<file path="src/rtl/instr_issuer_if.sv">
// Handshake and memory bus between the instruction issuer, its instruction memory and the ALU.
interface instr_issuer_if #(
  parameter int ADDR_W = 8
);
  logic [ADDR_W-1:0] imem_addr;
  logic              imem_rd;
  logic [15:0]       imem_data;
  logic [15:0]       ir;
  logic              ir_valid;
  logic              ir_ready;

  modport master (
    output imem_addr, imem_rd, ir, ir_valid,
    input  imem_data, ir_ready
  );

  modport slave (
    input  imem_addr, imem_rd, ir, ir_valid,
    output imem_data, ir_ready
  );
endinterface

</file>
<file path="src/rtl/instr_issuer.sv">
// Fetches instruction words by pc and issues them on ir with valid/ready,
// one per key press (step) or continuously (run), stopping on HALT_OP or end of program.
module instr_issuer #(
  parameter int         ADDR_W   = 8,
  parameter int         PROG_LEN = 16,
  parameter logic [3:0] HALT_OP  = 4'b1111
) (
  input  logic              clk,
  input  logic              rst_n,
  input  logic              step_key_i,
  input  logic              run_mode_i,
  instr_issuer_if.master    bus,
  output logic [ADDR_W-1:0] pc_o,
  output logic              halted_o
);

  localparam logic [2:0] S_IDLE  = 3'd0;
  localparam logic [2:0] S_FETCH = 3'd1;
  localparam logic [2:0] S_WAIT  = 3'd2;
  localparam logic [2:0] S_ISSUE = 3'd3;
  localparam logic [2:0] S_HALT  = 3'd4;

  localparam logic [ADDR_W-1:0] END_PC = ADDR_W'(PROG_LEN);

  logic [2:0]        state_q, state_d;
  logic [ADDR_W-1:0] pc_q, pc_d;
  logic [15:0]       ir_q, ir_d;
  logic              ir_valid_q, ir_valid_d;
  logic              halted_q, halted_d;
  logic              key_s1_q, key_s2_q, key_prev_q;
  logic              step_pulse;

  // Key is active-low: a press is a 1->0 transition after synchronization.
  assign step_pulse = key_prev_q & ~key_s2_q;

  always_ff @(posedge clk or negedge rst_n) begin
    if (!rst_n) begin
      key_s1_q   <= 1'b1;
      key_s2_q   <= 1'b1;
      key_prev_q <= 1'b1;
    end else begin
      key_s1_q   <= step_key_i;
      key_s2_q   <= key_s1_q;
      key_prev_q <= key_s2_q;
    end
  end

  always_comb begin
    state_d    = state_q;
    pc_d       = pc_q;
    ir_d       = ir_q;
    ir_valid_d = ir_valid_q;
    halted_d   = halted_q;
    case (state_q)
      S_IDLE: begin
        if (halted_q) begin
          state_d = S_IDLE;
        end else if (pc_q == END_PC) begin
          halted_d = 1'b1;
          state_d  = S_HALT;
        end else if (run_mode_i || step_pulse) begin
          state_d = S_FETCH;
        end
      end
      S_FETCH: state_d = S_WAIT;
      S_WAIT: begin
        if (bus.imem_data[15:12] == HALT_OP) begin
          halted_d = 1'b1;
          state_d  = S_HALT;
        end else begin
          ir_d       = bus.imem_data;
          ir_valid_d = 1'b1;
          state_d    = S_ISSUE;
        end
      end
      // pc advances only on acceptance so a stalled consumer loses nothing.
      S_ISSUE: begin
        if (bus.ir_ready) begin
          ir_valid_d = 1'b0;
          pc_d       = pc_q + 1'b1;
          state_d    = S_IDLE;
        end
      end
      S_HALT:  state_d = S_HALT;
      default: state_d = S_IDLE;
    endcase
  end

  always_ff @(posedge clk or negedge rst_n) begin
    if (!rst_n) begin
      state_q    <= S_IDLE;
      pc_q       <= '0;
      ir_q       <= 16'h0000;
      ir_valid_q <= 1'b0;
      halted_q   <= 1'b0;
    end else begin
      state_q    <= state_d;
      pc_q       <= pc_d;
      ir_q       <= ir_d;
      ir_valid_q <= ir_valid_d;
      halted_q   <= halted_d;
    end
  end

  assign bus.imem_addr = pc_q;
  assign bus.imem_rd   = (state_q == S_FETCH);
  assign bus.ir        = ir_q;
  assign bus.ir_valid  = ir_valid_q;
  assign pc_o          = pc_q;
  assign halted_o      = halted_q;

endmodule

</file>
<file path="src/flat_wrapper.sv">
// flat-port wrapper written by rule: the top's interface ports become plain ports
module instr_issuer_flat 
#(
  parameter int         ADDR_W   = 8,
  parameter int         PROG_LEN = 16,
  parameter logic [3:0] HALT_OP  = 4'b1111
)
  (clk, rst_n, step_key_i, run_mode_i, pc_o, halted_o, bus_imem_addr, bus_imem_rd, bus_ir, bus_ir_valid, bus_imem_data, bus_ir_ready);
  instr_issuer_if #(.ADDR_W(ADDR_W)) bus_i ();
  input  logic clk;
  input  logic rst_n;
  input  logic step_key_i;
  input  logic run_mode_i;
  output logic [ADDR_W-1:0] pc_o;
  output logic halted_o;
  output wire logic [$bits(bus_i.imem_addr)-1:0] bus_imem_addr;
  output wire logic [$bits(bus_i.imem_rd)-1:0] bus_imem_rd;
  output wire logic [$bits(bus_i.ir)-1:0] bus_ir;
  output wire logic [$bits(bus_i.ir_valid)-1:0] bus_ir_valid;
  input wire logic [$bits(bus_i.imem_data)-1:0] bus_imem_data;
  input wire logic [$bits(bus_i.ir_ready)-1:0] bus_ir_ready;
  assign bus_imem_addr = bus_i.imem_addr;
  assign bus_imem_rd = bus_i.imem_rd;
  assign bus_ir = bus_i.ir;
  assign bus_ir_valid = bus_i.ir_valid;
  assign bus_i.imem_data = bus_imem_data;
  assign bus_i.ir_ready = bus_ir_ready;
  instr_issuer #(.ADDR_W(ADDR_W), .PROG_LEN(PROG_LEN), .HALT_OP(HALT_OP)) u_core (.clk(clk), .rst_n(rst_n), .step_key_i(step_key_i), .run_mode_i(run_mode_i), .bus(bus_i), .pc_o(pc_o), .halted_o(halted_o));
endmodule
</file>
<file path="config.mk">
export PLATFORM = sky130hd
export DESIGN_NAME = instr_issuer_flat
export DESIGN_NICKNAME = d
export VERILOG_FILES = /design/src/rtl/instr_issuer_if.sv /design/src/rtl/instr_issuer.sv /design/src/flat_wrapper.sv
export SDC_FILE = /design/constraint.sdc
export NUM_CORES = 1
export LEC_CHECK = 0
export CORE_ASPECT_RATIO = 1.1
export CORE_MARGIN = 1.5
export CORE_UTILIZATION = 24
export CTS_BUF_LIST = sky130_fd_sc_hd__clkbuf_16
export CTS_CLUSTER_SIZE = 10
export DETAILED_ROUTE_END_ITERATION = 10
export SLEW_MARGIN = 20
export SYNTH_ARGS = -nofsm -noshare
export SYNTH_HDL_FRONTEND = slang
export SYNTH_SLANG_ARGS = --single-unit
</file>
<file path="constraint.sdc">
create_clock -name clk -period 1.8 [get_ports clk]
set_input_delay 0.45 -clock clk [delete_from_list [all_inputs] [get_ports clk]]
set_output_delay 0.45 -clock clk [all_outputs]
set_load 0.05 [all_outputs]
</file>
# After elaboration in Yosys (flattened, before gate mapping)
# Cells that the tools add are included.
[totals]
ff_bits = 32
output_inout_bits = 35
latchBits = 0
mem_bits_ro = 0
ramBits = 0
in_bits = 21
n_memories = 0
[op_classes]
order_cmp = 0
eq_ne = 10
n_addsub = 1
div = 0
n_bitwise = 3
reduce_logical = 9
shift = 0
mux = 13
n_mul = 0
[ops]
columns = ["cell", "n"]
rows = [
  ["$mux W3", 5],
  ["$pmux W3 S5", 1],
  ["$add A8 B1 Y8 const B", 1],
  ["$eq A8 B5 Y1 const B", 1],
  ["$reduce_and A2 Y1", 4],
  ["$eq A3 B2 Y1 const B", 2],
  ["$mux W1", 5],
  ["$eq A4 B4 Y1 const B", 1],
  ["$ne A2 B2 Y1 const B", 2],
  ["$ne A4 B1 Y1 const B", 1],
  ["$pmux W1 S2", 2],
  ["$reduce_bool A2 Y1", 2],
  ["$eq A3 B1 Y1 const B", 1],
  ["$eq A3 B3 Y1 const B", 1],
  ["$logic_not A3 Y1", 1],
  ["$reduce_and A3 Y1", 1],
  ["$ne A2 B1 Y1 const B", 1],
  ["$not A1 Y1", 2],
  ["$and A1 B1 Y1", 1],
  ["$logic_or A1 B1 Y1", 1],
]

# Logic depth before layout (Yosys ltp)
# Gate-level depths: netlist (run 1).
[logic_depth]
ltp_word = 7
depth_mapped = 6
mapped_depth_nobuf = 4

# Worst setup path before layout (run 1)
# OpenSTA, ideal clock, no wires.
[synth_path]
path_type = "register to output"
from = "reg u_core.state_q[0]"
to = "out bus_imem_rd"
required_ns = 1.350
slack_ns = -0.266
path_buffers = 1
path_stages_with_launch = 3
arrival_time_ns = 1.616
cell_sequence = "dfrtp_1 > buf_6 > nor3b_1"
[synth_via]
elab_chain_cells = 1
[synth_lines]
columns = ["item", "line", "source"]
rows = [
  ["from (decl)", "instr_issuer.sv:25", "logic [2:0] state_q, state_d;"],
  ["from (signal assigned)", "instr_issuer.sv:97", "state_q <= state_d;"],
  ["$eq A3 B1 Y1", "instr_issuer.sv:106", "assign bus.imem_rd = (state_q == S_FETCH);"],
  ["to (decl)", "flat_wrapper.sv:17", "output wire logic [$bits(bus_i.imem_rd)-1:0] bus_imem_rd;"],
]
# Every way passes these cells.

# Final worst setup path (run 1)
[layout_path]
from = "in bus_imem_data[15]"
to = "reg u_core.ir_q[0], in the netlist u_core.bus.ir[0]"
[layout_via]
elab_chain_cells = 3
[layout_lines]
columns = ["item", "line", "source"]
rows = [
  ["from (decl)", "flat_wrapper.sv:20", "input wire logic [$bits(bus_i.imem_data)-1:0] bus_imem_data;"],
  ["$eq A4 B4 Y1", "instr_issuer.sv:67", "if (bus.imem_data[15:12] == HALT_OP) begin"],
  ["$not A1 Y1 (no source line)", "--", ""],
  ["$reduce_and A2 Y1 (no source line)", "--", ""],
  ["to (signal assigned)", "instr_issuer.sv:99", "ir_q <= ir_d;"],
  ["to (decl)", "instr_issuer.sv:27", "logic [15:0] ir_q, ir_d;"],
]
# Every way passes these cells.
# A chain may end at the register's enable or synchronous reset.

==> flow_summary.toml, run 1 <==
[outcome]
status = "completed"

[place]
place_hpwl_mm = 2.31
dp_slack_ns = -0.197
io_buffers = 55
place_congestion = 0.735

[final_layout]
drive_gt1_frac = 0.420
nets = 196
diodes = 0
final_core_util = 0.401
area_growth_pct = 61.9
mostFrequentLayoutCells = "buf_4, dfrtp_1, clkdlybuf4s50_1"
final_common_cell = "buf_4"

[synthesis]
synth.avg_cell_area_sq_um = 13.2
ys_seq_elements = 32
synth-main-ff-cell = "dfrtp_1"
synthCells = 108
yosys_warnings = 0
synth_edf_count = 0
synth_seq_area_share = 0.563
synth_fp_nets = 131
synth_area_sq_um = 1430
netlist-cell-type-count = 34
async_flop_share = 1.00

[sta]
fmax_ghz = 0.584
hold_ws_ns = 0.353
clock_skew_ns = 0.00387
period_minus_slack_ns = 1.71
hold_viol = 0
final.setup.worst_slack_ns = 0.0863
period_share = 0.952
rsz0062_at_grt = "false"
report.final.setup_viol = 0
tightest_slew_ns = 0.463
slew_headroom = 0.687
drv_slew = 0

[global_route]
overflow = 0
grt_pass1_wl_mm = 5.25
antenna_found_initial = 0
grt_max_degree = 33
grtUsageTotal = 0.105
grt_pass1_vias = 1054

[drt]
route.met2.wl_mm = 1.58
num_vias = 1042
vias_per_cell = 4.15
highest_layer = "met4"
drcViolationCount = 0
drt_wl_total_mm = 3.10
wl_met3_microns = 216
first_pass_iters = 4
ant_nets = 0
drt_iter0_markers = 57
met1Wirelength_mm = 1.26
wl_per_cell_microns = 12.3

[worst_hold_path]
min_path_type = "reg2reg"

[clock_tree]
cts_tree = "built"
cts_buffers = 5
clk-insertion-delay-late_ns = 0.27
clkTransAtPathRegs_ns = 0.05
cts_resized = 0
cts_setup_buffers = 0
root_buffer = "clkbuf_16"
holdBufCountCts = 0
cts.sinks = 32
cts_max_path_buffers = 2
htree_levels = 2

[worst_setup_path]
required_ns = 1.95
worstPathMaxFanout = 17
cp-end-kind = "register"
r2r_setup_slack_ns = 0.13
worst_r2r_path_depth = 3
start_kind = "primary input"
r2r_start = "u_core.state_q[0]"
worstReg2RegEnd = "u_core.bus.ir[0]"
arrival_ns = 1.87
setup.worst_path.start = "bus_imem_data[15]"
critical_path_class = "in2reg"
setup.worst_path.end = "u_core.bus.ir[0]"

[floorplanning]
start_util = 0.248
dieHeight_microns = 84.0
die_w_microns = 76.6
core-area_sq_um = 5770
die_area_sq_um = 6430
num_io_pins = 56
fp-row-count = 29

[power]
irDropWorstVdd_mv = 1.18
leakagePower_nw = 1.06
power_density_nw_per_um2 = 2100

[run]
drv.max_cap_violation_count = 0
[metrics by stage]
stage                     std cells  total power, mW  cell area, sq um  TNS, ns
after floorplan                 108             3.12              1440        0
after global placement          243             4.08              2180    -1.74
after detailed placement        243             4.12              2180    -2.24
after CTS                       251             4.91              2310        0
after global routing            251             5.10              2310        0
final                           251             4.85              2310        0
[critical path: stages]
cell and delay (ns):
clkdlybuf4s50_1 0.43, and4_1 0.28, nor2_8 0.31, mux2_2 0.38
[how the worst min path moves through the flow]
| stage | from | end | slack, ns | depth (start not counted) |
|---|---|---|---|---|
| finish | u_core.key_s1_q | u_core.key_s2_q | 0.35 | 0 |
| global route | u_core.key_s1_q | u_core.key_s2_q | 0.36 | 0 |
| CTS | u_core.key_s1_q | u_core.key_s2_q | 0.35 | 0 |
| detailed placement | u_core.key_s1_q | u_core.key_s2_q | 0.35 | 0 |
| global placement | u_core.key_s1_q | u_core.key_s2_q | 0.35 | 0 |
| floorplan | rst_n | u_core.bus.imem_addr[0] | 0.15 | 0 |
[routing by layer]
metal  vias to the layer above  GRT usage
li1                        496          -
met1                       501      0.123
met2                        38      0.170
met3                         7     0.0459
met4                         0     0.0354
met5                         -          0
[registers in the layout, indices dropped and copies added (netlist names)]
register	count
u_core.key_s1_q	1
u_core.bus.ir	16
u_core.halted_o	1
u_core.key_s2_q	1
u_core.key_prev_q	1
u_core.bus.ir_valid	1
u_core.bus.imem_addr	8
u_core.state_q	3
[cell families (layout without fill, tap and decap cells)]
kind of cell             after synthesis  in the layout  synth area share
AO/OA/AOI/OAI                         10             10            0.0516
XOR/XNOR                               7              7            0.0429
adder cells (fa/ha/maj)                2              2            0.0175
buffers and inverters                 14             80            0.0752
flip-flops                            32             32             0.563
multiplexers                          14             14             0.126
AND/OR/NAND/NOR                       29             29             0.124
[Yosys cell counts, types with 2 or more instances]
cell type | count | area (sq um)
nand2_1 | 4 | 15.0
nand3_1 | 4 | 20.0
o22a_1 | 3 | 26.3
buf_4 | 8 | 60.1
nor3_1 | 3 | 15.0
nand4_1 | 2 | 12.5
xor2_1 | 5 | 43.8
dfstp_2 | 3 | 78.8
mux2_4 | 6 | 90.1
ha_1 | 2 | 25.0
nor2b_1 | 2 | 12.5
mux2_2 | 8 | 90.1
nor2_1 | 4 | 15.0
dfrtp_1 | 29 | 726
xnor2_1 | 2 | 17.5
nand2b_1 | 2 | 12.5
inv_1 | 3 | 11.3
a21oi_1 | 2 | 10.0
[area by class of cell]
class                   instances  area, sq um
flip-flops and latches         32          805
well taps                      77         96.3
repair buffers                 69          743
clock buffers                   5          125
clock inverters                 3         11.3
fillers                       564         3450
inverters                       3         11.3
multi-input cells              62          523
[where the power goes]
group	switching [mW]	leakage (nW)	internal, mW	total (mW)
registers	0.282	0.381	1.01	1.29
logic	1.61	0.602	1.18	2.79
clock network	0.274	0.0738	0.495	0.769
total	2.17	1.06	2.69	4.85
No activity file was read; power rests on OpenSTA's default activity.
==> run 2: changes to the inputs <==
--- a/config.mk
+++ b/config.mk
@@ -11,6 +11,7 @@
 export CTS_BUF_LIST = sky130_fd_sc_hd__clkbuf_16
 export CTS_CLUSTER_SIZE = 10
 export DETAILED_ROUTE_END_ITERATION = 10
+export GPL_ROUTABILITY_DRIVEN = 0
 export SLEW_MARGIN = 20
 export SYNTH_ARGS = -nofsm -noshare
 export SYNTH_HDL_FRONTEND = slang
==> results of run 2 <==
Final layout, timing and power as in run 1 (identical DEF).
